===== src/rtl/shift_in_param.sv =====
// Parametrised digit-entry shift register: captures one debounced key press per digit
// into a DIGITS-deep buffer, with backspace, clear, commit and a selectable full policy.
module shift_in_param #(
    parameter int DIGIT_W       = 4,
    parameter int DIGITS        = 4,
    parameter int MSB_FIRST     = 1,
    parameter int FULL_MODE     = 0,
    parameter int DEBOUNCE      = 2,
    parameter int CLR_ON_COMMIT = 1
) (
    input  logic                               clk,
    input  logic                               rst,
    input  logic                               key_n,
    input  logic [DIGIT_W-1:0]                 din,
    input  logic                               clr,
    input  logic                               bksp,
    input  logic                               commit,
    output logic [DIGIT_W*DIGITS-1:0]          dout,
    output logic [$clog2(DIGITS+1)-1:0]        count,
    output logic                               full,
    output logic                               ena,
    output logic                               done,
    output logic [DIGIT_W*DIGITS-1:0]          word
);

    localparam int W  = DIGIT_W * DIGITS;
    localparam int CW = $clog2(DIGITS + 1);
    localparam int DW = $clog2(DEBOUNCE + 1);

    // IDLE: armed for the next press. HELD: waiting for DEBOUNCE high cycles.
    typedef enum logic {IDLE, HELD} state_t;

    state_t        state;
    logic [DW-1:0] db_cnt;

    logic          press;
    logic [W-1:0]  shift_val;
    logic [W-1:0]  bksp_val;

    assign full = (count == CW'(DIGITS));

    always_comb begin
        press     = (state == IDLE) && !key_n;
        shift_val = '0;
        bksp_val  = '0;
        if (MSB_FIRST != 0) begin
            shift_val = (dout << DIGIT_W) | W'(din);
            bksp_val  = dout >> DIGIT_W;
        end else begin
            shift_val = (dout >> DIGIT_W) | (W'(din) << (W - DIGIT_W));
            bksp_val  = dout << DIGIT_W;
        end
    end

    always_ff @(posedge clk) begin
        if (!rst) begin
            state  <= HELD;
            db_cnt <= '0;
            dout   <= '0;
            count  <= '0;
            ena    <= 1'b0;
            done   <= 1'b0;
            word   <= '0;
        end else begin
            ena  <= 1'b0;
            done <= 1'b0;

            case (state)
                IDLE: begin
                    if (!key_n) begin
                        state  <= HELD;
                        db_cnt <= '0;
                    end
                end
                HELD: begin
                    if (key_n) begin
                        if (db_cnt == DW'(DEBOUNCE - 1)) begin
                            state  <= IDLE;
                            db_cnt <= '0;
                        end else begin
                            db_cnt <= db_cnt + DW'(1);
                        end
                    end else begin
                        db_cnt <= '0;
                    end
                end
                default: begin
                    state  <= HELD;
                    db_cnt <= '0;
                end
            endcase

            // A press coincident with clr/commit/bksp is consumed by the FSM above but not captured.
            if (clr) begin
                dout  <= '0;
                count <= '0;
            end else if (commit) begin
                word <= dout;
                done <= 1'b1;
                if (CLR_ON_COMMIT != 0) begin
                    dout  <= '0;
                    count <= '0;
                end
            end else if (bksp) begin
                if (count != '0) begin
                    count <= count - CW'(1);
                    dout  <= bksp_val;
                end
            end else if (press) begin
                if (!full) begin
                    dout  <= shift_val;
                    count <= count + CW'(1);
                    ena   <= 1'b1;
                end else if (FULL_MODE != 0) begin
                    dout <= shift_val;
                    ena  <= 1'b1;
                end
            end
        end
    end

endmodule


===== config.mk =====
export PLATFORM = sky130hd
export DESIGN_NAME = shift_in_param
export DESIGN_NICKNAME = d
export VERILOG_FILES = /design/src/rtl/shift_in_param.sv
export SDC_FILE = /design/constraint.sdc
export NUM_CORES = 1
export LEC_CHECK = 0
export BUFFER_PORTS_ARGS = -buffer_cell sky130_fd_sc_hd__buf_2
export CORE_MARGIN = 5
export CORE_UTILIZATION = 50
export CTS_CLUSTER_DIAMETER = 120
export DETAILED_ROUTE_END_ITERATION = 7
export PLACE_DENSITY = 0.76
export SLEW_MARGIN = 15
export SYNTH_ARGS = -nofsm -noshare
export SYNTH_HDL_FRONTEND = slang
export SYNTH_SLANG_ARGS = --single-unit

===== constraint.sdc =====
create_clock -name clk -period 2.2 [get_ports clk]
set_clock_uncertainty 0.15 [all_clocks]
set_input_delay 0.44 -clock clk [delete_from_list [all_inputs] [get_ports clk]]
set_output_delay 0.44 -clock clk [all_outputs]
set_load 0.1 [all_outputs]

==> results of run 1 <==
==> cell type report <==
class,instances,area [sq um]
inverters,5,22.5
well taps,46,57.6
multi-input cells,142,906
flip-flops and latches,40,807
clock inverters,2,12.5
repair buffers,51,280
fillers,319,1270
clock buffers,6,62.6
==> cell usage after synthesis (2+ instances only) <==
cell type and n:
nand2_1 63, a21boi_0 15, inv_1 5, mux2i_1 13, a21oi_1 3, a211o_1 2
xor2_1 2, or3b_2 2, a31oi_1 4, nand3_1 10, mux2_2 12, buf_6 3
and3_1 2, clkbuf_1 5, buf_2 5, dfxtp_1 40, nand2b_1 2
==> layer usage <==
metal / wire [um] / global-route usage, % / vias to the layer above
li1: - / - / 759
met1: 1830 / 21.0 / 696
met5: 0 / 0 / -
met3: 268 / 5.74 / 5
met2: 1820 / 27.2 / 47
met4: 42 / 4.47 / 0
==> worst reg2reg max path, delay by kind of cell, from the launching register on <==
family	cells	cell delay (ps)
fa+ha+maj	1	410
flops	1	390
compound gates	1	280
mux	1	220
xor+xnor	1	150
buf+inv	1	70
==> how the worst max path moves through the flow <==
stage | start | end | slack, ps | cells after the start
6_report | count[2] | full | 170 | 3
4_1_cts | count[2] | full | 7 | 3
3_5_place_dp | bksp | count[2] | 300 | 6
2_1_floorplan | count[0] | full | 30 | 3
5_1_grt | count[2] | full | 100 | 3
3_3_place_gp | bksp | count[2] | 360 | 6
==> state kept, by name, indices dropped and copies added (netlist names) <==
| register | cells |
|---|---|
| count | 3 |
| db_cnt | 2 |
| done | 1 |
| dout | 16 |
| ena | 1 |
| state | 1 |
| word | 16 |
==> power groups by stage <==
stage	clock network [W]	registers [W]	logic, W
finish	0.000442	0.000732	0.000118
global route	0.000482	0.000733	0.000127
detailed placement	0	0.000748	0.000118
global placement	0	0.000748	0.000116
CTS	0.000453	0.000732	0.000118
floorplan	0	0.000765	0.0000793
==> per-stage QoR <==
| stage | setup slack (ps) | area, sq um | hold slack (ps) | total power [W] | util [%] |
|---|---|---|---|---|---|
| floorplan | 31.1 | 1810 | 271 | 0.000844 | - |
| global placement | 357 | 2070 | 279 | 0.000863 | 60.6 |
| detailed placement | 305 | 2070 | 289 | 0.000865 | 60.6 |
| CTS | 7.06 | 2150 | 149 | 0.00130 | 62.8 |
| global route | 104 | 2150 | 172 | 0.00134 | 62.9 |
| finish | 169 | 2150 | 164 | 0.00129 | 62.9 |
==> cell families after synthesis <==
logic type	synth area share, %
buffers and inverters	5.55
adder cells (fa/ha/maj)	1.11
AND/OR/NAND/NOR	20.1
multiplexers	14.7
flip-flops	44.4
XOR/XNOR	1.87
AO/OA/AOI/OAI	12.3
==> summary.md, run 1 <==
| Metric | Value |
|---|---|
| CP Capture Type | `primary output` |
| Max Clock Freq | `0.492 GHz` |
| Hold Buf Count CTS | `0` |
| RSZ-0062 raised after global routing | `false` |
| FP Rows | `21` |
| Die ar. | `0.00491 sq mm` |
| Clk_lat worst skew | `350 ps` |
| Max FO, Critical Path | `6` |
| Max-Cap Viols | `0` |
| Global-route wire length before repair | `roughly 6800 um` |
| Slew Limit Fails | `0` |
| CTS HTree Levels | `2` |
| Fraction of registers with async set or reset after synthesis | `0%` |
| Ant diodes | `0` |
| Critical path data required time | `1610 ps` |
| Via density | `5.16` |
| CTS clock-pin slew for the worst setup and hold paths | `130 ps` |
| Residual DRC | `0` |
| Distinct cells, synth | `30` |
| Final Cycle Share | `92.3%` |
| CTS tree | `built` |
| Logic pwr share | `~9.1%` |
| LEAKAGE | `approximately 0.93 nW` |
| RR Endpoint | `count[2]` |
| Slowest-stage cell, CP | `or3b_4` |
| Clock buffer depth | `2` |
| Initial antenna violation count | `0` |
| Fin nets | `roughly 260` |
| Clk root buf | `clkbuf_4` |
| Non-filler instance count after layout | `292` |
| Clock Sinks | `40` |
| Synth top area cells | `dfxtp_1 (44%), nand2_1 (13%), mux2_2 (7.5%)` |
| CP Cell Sequence | `or3b_4 -> clkinvlp_4 -> buf_12` |
| Post-CTS setup buffers | `0` |
| Total GRT Usage | `16.7%` |
| Slew @ Worst Pin | `593 ps` |
| Most frequent cells in the layout | `nand2_1 (63), buf_2 (46), dfxtp_1 (37)` |
| Die span in y | `70.1 um` |
| Area growth syn-to-layout | `19.1%` |
| Crit path launch type | `register` |
| Int Power | `0.000962 W` |
| Main flop type after synthesis | `dfxtp_1` |
| Final hold violations | `0` |
| Net Switching | `approximately 0.00033 W` |
| CTS Buf Count | `5` |
| Number of I/O port buffers | `47` |
| Most common cell after layout, fill and taps aside | `nand2_1` |
| Mapped Area | `0.00180 sq mm` |
| Sequential-to-total area share from yosys stat | `44.4%` |
| Worst Hold End | `state` |
| Post-CTS sizing | `0` |
| Hold Startpoint | `key_n` |
| DP HPWL | `2920 um` |
| Largest net degree at the start of global routing | `28` |
| Layout cells sized above 1 | `32.9%` |
| Core area | `0.00342 sq mm` |
| Drt first-iter violations | `74` |
| Reg power frac | `roughly 57%` |
| Buf/Inv on CP | `2` |
| R2R cell count | `5` |
| ANT nets after route | `0` |
| Syn_area_per_cell | `8.98 sq um` |
| CP arrival | `roughly 1400 ps` |
| Syn Inst Count | `201` |
| Hold/Removal Path Class | `primary input to register` |
| Slowest Stage Delay on Critical Path | `430 ps` |
| Area leader, netlist | `dfxtp_1` |
| Post-synthesis sequential element count | `40` |
| Setup violators final | `0` |
| Initial core utilization | `a little over half` |
| Crit Path Category | `register to primary output` |
| Clock share of power | `34.2%` |
| Fraction of power spent switching nets | `25.5%` |
| Post-Route WL | `3970 um` |
| R2r setup slk | `about 460 ps` |
| Vias in the first global route | `1446` |
| Status | `complete, no violations` |
| Wire per inst | `13.6 um` |
| Hold depth | `2` |
| Yosys warning count | `0` |
| GP Congestion | `0.782` |
| Grt ovf | `0` |
| TritonRoute pass-1 iters | `4` |
| Rel. slew slack | `between 60% and 70%` |
| Fin crit period | `2030 ps` |
| Synth Net Count | `approximately 210` |
| Post-synth EDFFs | `0` |
| Placed insts | `approximately 280` |
| Top Family by Delay on Critical Path | `simple AND/OR/NAND/NOR gates` |
| Peak VDD IR | `a little over 0.0004 V` |
| Post-synth top area share | `44.4%` |
| Floorplan die width | `around 70 um` |
| Top-level I/O count | `between 40 and 50` |
| Reg2reg start | `count[0]` |
| Pwr/cell area | `601 mW/mm^2` |
| Setup TNS | `0 ps` |
| Routed via count | `approximately 1500` |
No activity file was read; power rests on OpenSTA's default activity.
==> inputs of run 2 (changes only) <==
Settings changed: CORE_ASPECT_RATIO set to 0.5.
==> run 2 against run 1 <==
Against the previous run: worst setup slack worse by 48 ps; critical path depth stayed put; routed wire length is 4.6% higher; register-to-register slack better by 50 ps; worst hold slack better by 75 ps; final cell count is 1.4% higher; clock power is 3% higher; critical path type unchanged; sequential share of layout area is 0.11 points lower; count of clock-buffer cells in the layout stayed put; largest cell class unchanged; via count is 1.3% higher; critical endpoint unchanged.
==> summary.md, run 2 (synthesized netlist as in run 1, its figures left out) <==
| Metric | Value |
|---|---|
| Status | `complete, no violations` |
| Routed via count | `1527` |
| TritonRoute pass-1 iters | `4` |
| Slew Limit Fails | `0` |
| Floorplan die width | `95.0 um` |
| Max FO, Critical Path | `6` |
| Crit path launch type | `register` |
| Fin crit period | `2080 ps` |
| Clk root buf | `clkbuf_8` |
| Final hold violations | `0` |
| Die span in y | `52.5 um` |
| Top-level I/O count | `48` |
| Residual DRC | `0` |
| Rel. slew slack | `61.7%` |
| Hold depth | `2` |
| Initial antenna violation count | `0` |
| CTS HTree Levels | `2` |
| Grt ovf | `0` |
| CP arrival | `1490 ps` |
| RSZ-0062 raised after global routing | `false` |
| Critical path data required time | `between 1500 and 2000 ps` |
| Post-Route WL | `4150 um` |
| Top Registers | `dout (16), word (16), count (3)` |
| Via density | `5.16` |
| Fin nets | `256` |
| Clock buffer depth | `2` |
| CTS Buf Count | `5` |
| Total GRT Usage | `17.9%` |
| CP Capture Type | `primary output` |
| Setup violators final | `0` |
| Number of I/O port buffers | `47` |
| Crit Path Category | `register to primary output` |
| Max Clock Freq | `~0.48 GHz` |
| FP Rows | `15` |
| Hold Buf Count CTS | `0` |
| Initial core utilization | `52.2%` |
| Pwr/cell area | `607 mW/mm^2` |
| LEAKAGE | `0.929 nW` |
| Hold/Removal Path Class | `primary input to register` |
| Layout cells sized above 1 | `32.2%` |
| Peak VDD IR | `about 0.00026 V` |
| Post-CTS setup buffers | `0` |
| CTS clock-pin slew for the worst setup and hold paths | `70 ps` |
| ANT nets after route | `0` |
| Core area | `about 0.0035 sq mm` |
| Fillers | `315` |
| Post-CTS sizing | `0` |
| Non-filler instance count after layout | `296` |
| Die ar. | `about 0.005 sq mm` |
| CTS tree | `built` |
| GP Congestion | `between 0.7 and 0.8` |
| Max-Cap Viols | `0` |
| Largest net degree at the start of global routing | `28` |
| R2R cell count | `5` |
| Placed insts | `289` |
| Clk_lat worst skew | `290 ps` |
| Vias in the first global route | `1488` |
| DP HPWL | `3000 um` |
| Area growth syn-to-layout | `19.4%` |
| Slew @ Worst Pin | `570 ps` |
| Clock Sinks | `40` |
| Global-route wire length before repair | `6800 um` |
| Final Cycle Share | `94.5%` |
| Most frequent cells in the layout | `nand2_1 (63), buf_2 (46), dfxtp_1 (37)` |
| Most common cell after layout, fill and taps aside | `nand2_1` |
| Ant diodes | `0` |
| Setup TNS | `0 ps` |
| Drt first-iter violations | `82` |
| Wire per inst | `14.0 um` |
## run 2: area by class of cell
class | count | area, sq um | area share, %
clock buffers | 6 | 72.6 | 3.37
inverters | 5 | 22.5 | 1.05
repair buffers | 51 | 280 | 13.0
clock inverters | 1 | 5.00 | 0.232
well taps | 51 | 63.8 | 2.96
flip-flops and latches | 40 | 807 | 37.5
multi-input cells | 142 | 903 | 41.9
## run 2: worst paths after layout
| kind | endpoint | slack (ps) | startpoint |
|---|---|---|---|
| max | full | 120 | count[2] |
| max reg2reg | count[2] | 510 | count[0] |
| min | state | 240 | key_n |
| min reg2reg | word[10] | 310 | word[10] |
## run 2: through the flow
step           setup slack (ps)  utilization [%]  hold WS (ps)  area, sq um  total power [W]
6_report                    121             62.4           240         2150          0.00131
5_1_grt                    70.7             62.4           231         2150          0.00138
4_1_cts                     119             62.4           242         2150          0.00131
3_5_place_dp                313             60.1           303         2080         0.000867
3_3_place_gp                377             60.1           277         2080         0.000863
2_1_floorplan              31.1                -           271         1810         0.000844
## run 2: routing by layer
metal  share of wire, %  global-route usage (%)
met5                  0                       0
met4                1.2                    6.22
met3                7.4                    5.60
met2                 48                    30.5
met1                 43                    21.6
## run 2: power breakdown
part,internal (W),leakage [nW],switching (W)
Clock,0.000216,0.0410,0.000241
Combinational,0.0000436,0.563,0.0000758
Sequential,0.000727,0.324,0.00000428
## run 2: critical path, cell delays in order, from the launching register on
cell	delay (ps)
dfxtp_4	380
or3b_2	540
clkinvlp_4	120
buf_12	170
